`src/rtl/hazard_ctrl_unit_pkg.sv`:
```
// Shared pipeline constants for the hazard/flow-control block: writeback and
// forwarding selects, FSM state encoding and the canonical nop instruction.
package hazard_ctrl_unit_pkg;

  localparam int unsigned XLEN  = 32;
  localparam int unsigned REG_W = 5;
  localparam int unsigned SEL_W = 2;

  localparam logic [SEL_W-1:0] WB_ALU = 2'b00;
  localparam logic [SEL_W-1:0] WB_MEM = 2'b01;

  localparam logic [SEL_W-1:0] FWD_REG = 2'b00;
  localparam logic [SEL_W-1:0] FWD_MEM = 2'b01;
  localparam logic [SEL_W-1:0] FWD_WB  = 2'b10;

  localparam logic [31:0] NOP_INSTR = 32'h0000_0013;

  typedef enum logic [1:0] {
    RUN    = 2'd0,
    DRAIN  = 2'd1,
    HALTED = 2'd2
  } hz_state_e;

endpackage

```
`src/rtl/hazard_ctrl_unit_fwd_sel.sv`:
```
// EX-operand forwarding comparator: picks MEM, then WB, then the register file.
// x0 is never forwarded; write enables are active-low.
module hazard_ctrl_unit_fwd_sel
  import hazard_ctrl_unit_pkg::*;
(
  input  logic [REG_W-1:0] rs,
  input  logic [REG_W-1:0] rdst_m,
  input  logic             wr_en_m,
  input  logic [REG_W-1:0] rdst_w,
  input  logic             wr_en_w,
  output logic [SEL_W-1:0] sel
);

  always_comb begin
    sel = FWD_REG;
    if (!wr_en_m && (rdst_m != '0) && (rdst_m == rs)) begin
      sel = FWD_MEM;
    end else if (!wr_en_w && (rdst_w != '0) && (rdst_w == rs)) begin
      sel = FWD_WB;
    end
  end

endmodule

```
`src/rtl/hazard_ctrl_unit.sv`:
```
// Pipeline hazard/flow control: load-use stall, redirect flush, EX forwarding
// and halt drain sequencing. Optional perf counters under HAZ_PERF_CNT_EN.
module hazard_ctrl_unit
  import hazard_ctrl_unit_pkg::*;
#(
  parameter int unsigned HALT_DRAIN = 3
)
(
  input  logic             CLK,
  input  logic             RST,
  input  logic [REG_W-1:0] Rs1_D,
  input  logic [REG_W-1:0] Rs2_D,
  input  logic             UsesRs1_D,
  input  logic             UsesRs2_D,
  input  logic [REG_W-1:0] Rs1_E,
  input  logic [REG_W-1:0] Rs2_E,
  input  logic [REG_W-1:0] Rdst_E,
  input  logic [REG_W-1:0] Rdst_M,
  input  logic [REG_W-1:0] Rdst_W,
  input  logic             RegWrEn_E,
  input  logic             RegWrEn_M,
  input  logic             RegWrEn_W,
  input  logic [SEL_W-1:0] WBSel_E,
  input  logic             redirect_E,
  input  logic             halt_D,
  output logic             stall_IF_ID,
  output logic             nop_IF_ID,
  output logic             stall_ID_EX,
  output logic             nop_ID_EX,
  output logic             PC_WEN,
  output logic [SEL_W-1:0] FwdA_E,
  output logic [SEL_W-1:0] FwdB_E,
  output logic             halted
`ifdef HAZ_PERF_CNT_EN
  ,
  output logic [31:0]      stall_cycles,
  output logic [31:0]      flush_cycles
`endif
);

  localparam int unsigned CNT_W = $clog2(HALT_DRAIN + 1);

  hz_state_e        state;
  logic [CNT_W-1:0] count;
  logic             load_use;
  logic             take_stall;
  logic             take_flush;
  logic             take_halt;
  logic [SEL_W-1:0] fwd_a;
  logic [SEL_W-1:0] fwd_b;

  hazard_ctrl_unit_fwd_sel u_fwd_a (
    .rs      (Rs1_E),
    .rdst_m  (Rdst_M),
    .wr_en_m (RegWrEn_M),
    .rdst_w  (Rdst_W),
    .wr_en_w (RegWrEn_W),
    .sel     (fwd_a)
  );

  hazard_ctrl_unit_fwd_sel u_fwd_b (
    .rs      (Rs2_E),
    .rdst_m  (Rdst_M),
    .wr_en_m (RegWrEn_M),
    .rdst_w  (Rdst_W),
    .wr_en_w (RegWrEn_W),
    .sel     (fwd_b)
  );

  // Load in EX whose destination is read by the instruction in ID.
  always_comb begin
    load_use = (WBSel_E == WB_MEM) && !RegWrEn_E && (Rdst_E != '0) &&
               ((UsesRs1_D && (Rs1_D == Rdst_E)) || (UsesRs2_D && (Rs2_D == Rdst_E)));
    take_flush = (state == RUN) && redirect_E;
    take_stall = (state == RUN) && !redirect_E && load_use;
    take_halt  = (state == RUN) && !redirect_E && !load_use && halt_D;
  end

  always_ff @(negedge CLK or posedge RST) begin
    if (RST) begin
      state  <= RUN;
      count  <= '0;
      halted <= 1'b0;
    end else begin
      case (state)
        RUN: begin
          if (take_halt) begin
            state <= DRAIN;
            count <= CNT_W'(HALT_DRAIN);
          end
        end
        DRAIN: begin
          count <= count - CNT_W'(1);
          if (count == CNT_W'(1)) begin
            state  <= HALTED;
            halted <= 1'b1;
          end
        end
        HALTED: ;
        default: state <= RUN;
      endcase
    end
  end

  // Outputs are forced quiet while reset is held.
  always_comb begin
    stall_IF_ID = 1'b0;
    nop_IF_ID   = 1'b0;
    stall_ID_EX = 1'b0;
    nop_ID_EX   = 1'b0;
    PC_WEN      = 1'b0;
    FwdA_E      = FWD_REG;
    FwdB_E      = FWD_REG;
    if (!RST) begin
      FwdA_E = fwd_a;
      FwdB_E = fwd_b;
      if (state != RUN) begin
        PC_WEN    = 1'b1;
        nop_IF_ID = 1'b1;
      end else if (take_flush) begin
        nop_IF_ID = 1'b1;
        nop_ID_EX = 1'b1;
      end else if (take_stall) begin
        stall_IF_ID = 1'b1;
        nop_ID_EX   = 1'b1;
        PC_WEN      = 1'b1;
      end
    end
  end

`ifdef HAZ_PERF_CNT_EN
  // Saturating counters; they only advance in RUN so they freeze once halted.
  always_ff @(negedge CLK or posedge RST) begin
    if (RST) begin
      stall_cycles <= '0;
      flush_cycles <= '0;
    end else begin
      if (take_stall && (stall_cycles != '1)) stall_cycles <= stall_cycles + 32'd1;
      if (take_flush && (flush_cycles != '1)) flush_cycles <= flush_cycles + 32'd1;
    end
  end
`endif

endmodule

```
`config.mk`:
```
export PLATFORM = sky130hd
export DESIGN_NAME = hazard_ctrl_unit
export DESIGN_NICKNAME = d
export VERILOG_FILES = /design/src/rtl/hazard_ctrl_unit_pkg.sv /design/src/rtl/hazard_ctrl_unit_fwd_sel.sv /design/src/rtl/hazard_ctrl_unit.sv
export SDC_FILE = /design/constraint.sdc
export NUM_CORES = 1
export LEC_CHECK = 0
export BUFFER_PORTS_ARGS = -buffer_cell sky130_fd_sc_hd__buf_2
export CAP_MARGIN = 20
export CORE_MARGIN = 8
export CORE_UTILIZATION = 40
export CTS_CLUSTER_DIAMETER = 50
export DETAILED_ROUTE_END_ITERATION = 12
export MAX_ROUTING_LAYER = met4
export PLACE_DENSITY = 0.79
export SETUP_SLACK_MARGIN = 0.4
export SYNTH_ARGS = -nofsm -noshare
export SYNTH_HDL_FRONTEND = slang
export SYNTH_HIERARCHICAL = 1
export SYNTH_SLANG_ARGS = --single-unit
```
`constraint.sdc`:
```
create_clock -name CLK -period 1.6 [get_ports CLK]
set_input_delay 0 -clock CLK [delete_from_list [all_inputs] [get_ports CLK]]
set_output_delay 0 -clock CLK [all_outputs]
set_load 0.01 [all_outputs]
```
# Word level (Yosys, flattened, before mapping)

Cells that the tools add are included.

Bits in registers: 5
Bits of input ports: 46
Output and inout port bits: 10
Word-level logic and storage cells: 71

Add/sub/neg operators: 1
Equal/unequal tests: 12
Mux-type cells: 23
Bitwise gates (word level): 1
Reductions and logical operators: 31

Operators by type and width:

| cell                                                | count |
|---|---|
| equality test 5 bit                                 | 6 |
| two-way mux 2 bit                                   | 9 |
| logical AND 1 bit                                   | 16 |
| nonzero test 5 bit                                  | 3 |
| two-way mux 1 bit                                   | 12 |
| equality test 2 x 1 -> 1 bit, second input constant | 3 |
| one-hot mux 2 bit (3 select lines)                  | 1 |
| zero test 1 bit                                     | 5 |
| inequality test 2 bit, second input constant        | 2 |
| one-hot mux 2 bit (2 select lines)                  | 1 |
| AND reduction 2 bit                                 | 2 |
| nonzero test 2 bit                                  | 2 |
| AND reduction 3 bit                                 | 1 |
| equality test 2 bit, second input constant          | 1 |
| zero test 2 bit                                     | 1 |
| subtractor 2 x 1 -> 2 bit, second input constant    | 1 |
| logical OR 1 bit                                    | 1 |
| NOT 1 bit                                           | 1 |

# Depth between registers and ports, before layout

Gate-level depths: netlist of the first run.

Word-level depth: 9
Mapped depth: 5
Mapped depth without buffers: 5

# Hierarchy

Netlist of the first run, hierarchy kept.

Modules (own cells, without submodules):

| module                   | instances | cells each | area each (um^2) | seq. area each (um^2) |
|---|---|---|---|---|
| hazard_ctrl_unit         | 1         | 58         | 484.2            | 125.1 |
| hazard_ctrl_unit_fwd_sel | 2         | 18         | 152.6            | 0.0 |

==> summary.txt, run 1 <==
Finish
  – Final Cell Area: roughly 1400 um2
  – Antenna diode count: 0
  – Final std cells w/o fill: between 150 and 200
  – Layout cells sized above 1: just under 60%
  – Fill cells: 140
  – P&R area growth vs syn: 83.04%
  – Nets: 211

Global routing
  – Global route overflow: 0
  – Initial antenna violation count: 0
  – Largest net degree at the start of global routing: 11
  – Total GRT Usage: ~17%
  – First-pass GRT wire length: 4.629 mm
  – Vias in the first global route: around 1100

Timing
  – Slew Viols, Final: 0
  – Count of final setup violators: 7
  – RSZ-0062 raised after global routing: yes
  – Slew @ Worst Pin: approximately 800 ps
  – Fin worst setup slack: -527.9 ps
  – Final hold violation count: 0
  – Slew headroom: a little under half
  – Clk_skew: about 1.5 ps

Clocking
  – Hold buffer count at CTS: 0
  – Clock Path Buffers: 2
  – Insertion delay to the later sink of the worst-skew pair: 260 ps
  – CTS Buf Count: 3
  – H-tree depth: 1
  – Clk sinks: 5
  – CTS tree: built
  – Worst-path clk slew: 30 ps
  – Root Buffer: clkbuf_4

Routing
  – DRC viols: 0
  – Total Wirelength: ~3.1 mm
  – Vias per cell: 5.342
  – Pre-antenna DRT Iters: 4
  – Routed Antenna Nets: 0
  – Drt wl/cell: 16.39 um
  – Initial drt markers: 43
  – Vias: between 1000 and 1500

Run
  – Maxcap violations: 0

Yosys
  – Post-synthesis average cell area: about 8.4 um2
  – Mapped cell area: approximately 790 um2
  – Synth Flop Type: dfrtn_1
  – Yosys top cell area share: around 24%
  – Sequential-to-total area share from yosys stat: 15.85%
  – Synth area leaders: xnor2_1 24%, dfrtn_1 16%, xor2_1 4.4%
  – Most common cell in the synthesized netlist: xnor2_1
  – Syn_nets: roughly 140
  – Ys async rst share: 100.0%
  – Post-synth cell types: 32
  – Synth area leader: xnor2_1
  – Post-synth EDFFs: 0
  – #FFs+latches synth: 5
  – Post-synth top cells: 22 x xnor2_1, 6 x nand2_1, 6 x nor2_1
  – Ys Warns: 6
  – Mapped Cells: 94

Floorplan
  – DIE WIDTH: 60.43 um
  – Initial Utilization: about two fifths
  – Core ar.: approximately 1900 um2
  – Die area: roughly 3700 um2
  – Row Count: 16
  – Top Ports: between 50 and 60
  – Chip Height: approximately 60 um

Outcome
  – Failing checks: negative setup slack
  – Status: finished, violations left

Placement
  – GPL Wtd Cong: between 0.8 and 0.9
  – Port bufs: 54
  – Placed insts: 181
  – Detail Placement HPWL: roughly 2.4 mm
  – Placement Setup Slack: -463.8 ps
  – Post-DP Area: approximately 1200 um2

Setup path
  – Worst-path maximum fanout: 3
  – CP Launch Type: flip-flop
  – WS Path Type: flip-flop to output port
  – Crit path DAT: between 2000 and 2500 ps
  – Crit path buffers/inverters: 2
  – Critical Path Sink Type: output port
  – Critical Path, Cell by Cell: buf_4 > nor4_1 > a32o_2 > buf_6
  – Worst stage delay on the critical path: 380 ps
  – CP required: around 1600 ps
  – Top cell family by delay on the critical path: flip-flops
  – Max stage delay cell, worst path: dfrtn_1

Pwr
  – Gate power share: between 60% and 70%
  – P_sw: approximately 0.00042 W
  – Clock network fraction of total power: between 10% and 20%
  – Internal power: 0.0006081 W
  – Leak: about 0.63 nW
  – Power per cell area: slightly above 700 nW/um2
  – Maximum VDD drop: around 470 uV
  – Sequential Power Share: 23.1%
  – Net Sw Frac: 40.59%

Hold path
  – Tightest Hold Check Type: primary input to output port
routing by layer:
| layer | track usage (%) | part of all wire, % | wire [um] | vias to the layer above |
|---|---|---|---|---|
| met5 | - | 0 | 0 | - |
| met4 | 9.635 | 4.1 | 129 | 0 |
| met3 | 3.814 | 7.0 | 219 | 14 |
| met2 | 30.95 | 53 | 1656 | 59 |
| met1 | 16.20 | 36 | 1110 | 457 |
| li1 | - | - | - | 485 |
metrics by stage:
step | total power [W] | util [%] | hold slack (ps) | setup TNS [ps]
floorplan | 0.0005301 | - | 150.5 | -760.7
detailed placement | 0.0007418 | 60.99 | 357.7 | -1877
global route | 0.001091 | 75.99 | 412.4 | -2647
CTS | 0.0009578 | 70.33 | 392.6 | -1916
finish | 0.001024 | 75.99 | 391.1 | -2093
global placement | 0.0007085 | 60.99 | 344.6 | -1631
what timing repair did:
| action | 4_1_cts | 5_1_grt |
|---|---|---|
| pin swaps | 14 | 8 |
| endpoints found under the setup margin | 9 | 12 |
| resized for setup | 23 | 20 |
| buffers inserted | 3 | 2 |
layout make-up:
type / instances / area (um2) / area share (%)
multi-input cells: 84 / 792.0 / 54.81
repair buffers: 67 / 456.7 / 31.60
flip-flops and latches: 5 / 125.1 / 8.658
well taps: 27 / 33.78 / 2.338
clock buffers: 4 / 26.28 / 1.818
inverters: 3 / 11.26 / 0.7792
cells in the final DEF, fill, tap and decap left out, types with 3 or more instances in the layout:
master,netlist,final
buf_2,0,43
buf_4,2,12
buf_6,0,9
clkbuf_4,0,3
dfrtn_1,5,5
inv_1,3,3
nand2_1,6,6
nor2_1,6,3
nor2_2,0,3
nor2b_1,5,5
nor3_1,4,3
nor4_1,3,3
o22ai_1,3,3
xnor2_1,22,15
xnor2_2,0,7
xor2_1,4,4
worst min-delay path, delay by kind of cell:
family                 cells  cell delay (ps)
buffers and inverters      2              230
and+or+nand+nor            2              150
power groups by stage:
stage	Clock, W	Sequential [W]	Combinational (W)
3_5_place_dp	0	0.000233	0.000509
5_1_grt	0.000157	0.000244	0.000690
2_1_floorplan	0	0.000229	0.000301
3_3_place_gp	0	0.000228	0.000481
4_1_cts	0.000152	0.000226	0.000580
6_report	0.000149	0.000236	0.000638
flip-flops by register name, indices dropped and copies added (netlist names):
| register | cells |
|---|---|
| state | 2 |
| halted | 1 |
| count | 2 |
kinds of logic (layout without fill, tap and decap cells):
logic type / Yosys count / after routing / synth area share (%)
flip-flops: 5 / 5 / 15.85
AO/OA/AOI/OAI: 18 / 18 / 22.03
AND/OR/NAND/NOR: 38 / 38 / 27.89
XOR/XNOR: 26 / 26 / 28.84
buffers and inverters: 5 / 74 / 3.327
other: 1 / 1 / 0.4750
adder cells (fa/ha/maj): 1 / 1 / 1.585
path summary, 6_finish.rpt:
check                      slack, ps  cells past startpoint              endpoint                 start
setup / recovery                -530                      4             nop_ID_EX  state[0]$_DFFE_NP0P_
hold / removal                   390                      4             FwdA_E[1]             RegWrEn_W
setup reg to reg                   0                      5  count[0]$_DFFE_NP0P_  state[0]$_DFFE_NP0P_
hold reg to reg                  420                      1    halted$_DFFE_NP0P_    halted$_DFFE_NP0P_
max in group asynchronous        930                      2  count[0]$_DFFE_NP0P_                   RST
min in group asynchronous        450                      2    halted$_DFFE_NP0P_                   RST
(Power assumes the default switching activity.)
==> inputs of run 2 (changes only) <==
Settings changed: CORE_UTILIZATION 40 to 42, CTS_BUF_LIST from default to sky130_fd_sc_hd__clkbuf_8, PLACE_DENSITY 0.79 to 0.82.
==> summary.txt, run 2 (synthesis results as in run 1) <==
Floorplan
  – Row Count: 15 (was 16)
  – Die area: 3523 um2 (was 3651 um2)
  – Initial Utilization: 45.23% (was 41.51%)
  – Chip Height: 59.36 um (was 60.43 um)
  – Core ar.: 1745 um2 (was 1902 um2)
  – DIE WIDTH: 59.36 um (was 60.43 um)
  – Top Ports: 56 (unchanged)

Routing
  – Initial drt markers: 22 (was 43)
  – Pre-antenna DRT Iters: 4 (unchanged)
  – Vias: 1017 (was 1015)
  – Vias per cell: 5.439 (was 5.342)
  – DRC viols: 0 (unchanged)
  – Routed Antenna Nets: 0 (unchanged)
  – Total Wirelength: 3.276 mm (was 3.115 mm)
  – Drt wl/cell: 17.52 um (was 16.39 um)

Hold path
  – Hold Path Depth: 3 (was 4)
  – Tightest Hold Check Type: primary input to output port (unchanged)
  – Hold Startpoint: RST (was RegWrEn_W)

Setup path
  – Worst R2R Path Depth: 5 (unchanged)
  – Critical Path Sink Type: output port (unchanged)
  – Critical R2R Launch: state[1]$_DFFE_NP0P_ (was state[0]$_DFFE_NP0P_)
  – R2R setup slack: 180 ps (was 0 ps)
  – Setup crit end: stall_IF_ID (was nop_ID_EX)
  – CP required: 1600 ps (about the same)
  – Worst reg2reg endpoint: count[0]$_DFFE_NP0P_ (unchanged)
  – WS Path Type: flip-flop to output port (unchanged)
  – Crit path from: state[1]$_DFFE_NP0P_ (was state[0]$_DFFE_NP0P_)
  – CP Launch Type: flip-flop (unchanged)
  – Worst-path maximum fanout: 5 (was 3)
  – Crit path DAT: 2080 ps (was 2130 ps)

Global routing
  – Largest net degree at the start of global routing: 11 (unchanged)
  – First-pass GRT wire length: 4.885 mm (was 4.629 mm)
  – Initial antenna violation count: 0 (unchanged)
  – Vias in the first global route: 1092 (unchanged)
  – Total GRT Usage: 18.47% (was 17.02%)
  – Grt peak-use layer: met2 (unchanged)
  – Met3 Resource Use GR: 4.772% (was 3.814%)
  – Global route overflow: 0 (unchanged)
  – Routing usage on met1: 17.63% (was 16.20%)
  – Global-route met2 utilization: 34.05% (was 30.95%)

Clocking
  – Insertion delay to the later sink of the worst-skew pair: 250 ps (was 260 ps)
  – Clock Path Buffers: 2 (unchanged)
  – Worst-path clk slew: 30 ps (about the same)
  – CTS Buf Count: 3 (unchanged)
  – H-tree depth: 1 (unchanged)
  – Root Buffer: clkbuf_8 (was clkbuf_4)
  – CTS tree: built (unchanged)
  – Clk sinks: 5 (unchanged)

Pwr
  – Gate power share: 58.3% (was 62.4%)
  – Sequential Power Share: 20.8% (was 23.1%)
  – Clock network fraction of total power: 20.9% (was 14.5%)
  – Power per cell area: 756.1 nW/um2 (was 708.3 nW/um2)
  – Maximum VDD drop: 509.8 uV (was 473.3 uV)
  – P_sw: 0.0004379 W (was 0.0004154 W)
  – Leak: 0.6604 nW (was 0.6334 nW)
  – Net Sw Frac: 38.41% (was 40.59%)
  – Internal power: 0.0007021 W (was 0.0006081 W)

Placement
  – Detail Placement HPWL: 2.326 mm (was 2.375 mm)
  – Port bufs: 54 (unchanged)
  – Placement Setup Slack: -475.1 ps (was -463.8 ps)
  – GPL Wtd Cong: 0.9083 (was 0.8258)
  – Placed insts: 180 (was 181)

Timing
  – Slew @ Worst Pin: 536.5 ps (was 777.0 ps)
  – Fin worst setup slack: -484.4 ps (was -527.9 ps)
  – Final hold violation count: 0 (unchanged)
  – Slew headroom: 64.14% (was 47.47%)
  – Worst Hold Slack: 384.4 ps (was 391.1 ps)
  – TNS Setup: -1874 ps (was -2093 ps)
  – Slew Viols, Final: 0 (unchanged)
  – RSZ-0062 raised after global routing: yes (unchanged)
  – Count of final setup violators: 7 (unchanged)
  – Clk_skew: 0.8082 ps (was 1.495 ps)

Finish
  – Commonest non-fill, non-tap cell in the layout: buf_2 (unchanged)
  – Multi-input gate area: 810.8 um2 (was 792.0 um2)
  – Nets: 210 (was 211)
  – Antenna diode count: 0 (unchanged)
  – Final std cells w/o fill: 187 (was 190)
  – Layout cells sized above 1: 59.26% (was 57.67%)
  – Top Registers: count: 2 flops, state: 2 flops, halted: 1 flops (unchanged)
  – Commonest non-fill, non-tap cells in the layout: 38 x buf_2, 17 x buf_6, 14 x xnor2_1, 9 x buf_4, 8 x xnor2_2 (was 43 x buf_2, 15 x xnor2_1, 12 x buf_4, 9 x buf_6, 7 x xnor2_2)
  – Fill cells: 94 (was 140)
  – P&R area growth vs syn: 90.97% (was 83.04%)
  – Register area: 125.1 um2 (unchanged)

Outcome
  – Status: finished, violations left (unchanged)
  – Failing checks: negative setup slack (unchanged)

Run
  – Maxcap violations: 0 (unchanged)
[run 2: worst max-delay path, stage by stage, from the launching register on]
cell and delay, ps:
dfrtn_1 400, nor3_2 230, nor4b_4 230, buf_2 180
[run 2: power by group through the flow]
stage               clock network, W  registers [W]  logic (W)
floorplan                          0       0.000229   0.000301
global placement                   0       0.000228   0.000491
detailed placement                 0       0.000233   0.000510
CTS                         0.000240       0.000232   0.000577
global route                0.000248       0.000241   0.000718
finish                      0.000238       0.000238   0.000664
[run 2: through the flow]
| step | total power [W] | utilization [%] | area, um2 |
|---|---|---|---|
| final | 0.001140 | 86.38 | 1508 |
| after global placement | 0.0007199 | 66.74 | 1165 |
| after global routing | 0.001206 | 86.38 | 1508 |
| after CTS | 0.001050 | 78.35 | 1368 |
| after floorplan | 0.0005301 | - | 810.8 |
| after detailed placement | 0.0007423 | 66.74 | 1165 |
[run 2: worst min-delay path by stage]
stage / endpoint / slack, ps
3_5_place_dp: nop_IF_ID / 350
3_3_place_gp: nop_IF_ID / 340
5_1_grt: nop_IF_ID / 410
6_report: nop_IF_ID / 380
4_1_cts: nop_IF_ID / 370
2_1_floorplan: stall_IF_ID / 150
[run 2: what timing repair did]
item / CTS / global route
hold buffers: 0 / 0
pin swaps: 16 / 10
buffers inserted: 0 / 3
setup endpoints to repair: 8 / 12
gates resized for setup: 28 / 22
[run 2: per-layer routing]
metal | part of all wire, % | vias up
met5 | 0 | -
met1 | 37 | 471
li1 | - | 483
met2 | 55 | 51
met3 | 4.5 | 12
met4 | 3.7 | 0
[run 2: area by class of cell]
cell class	count	share of cell area [%]
clock inverter	1	0.2490
tap	25	2.075
inverter	3	0.7469
timing repair buffer	66	32.12
multi-input combinational	84	53.78
clock buffer	3	2.739
sequential	5	8.299
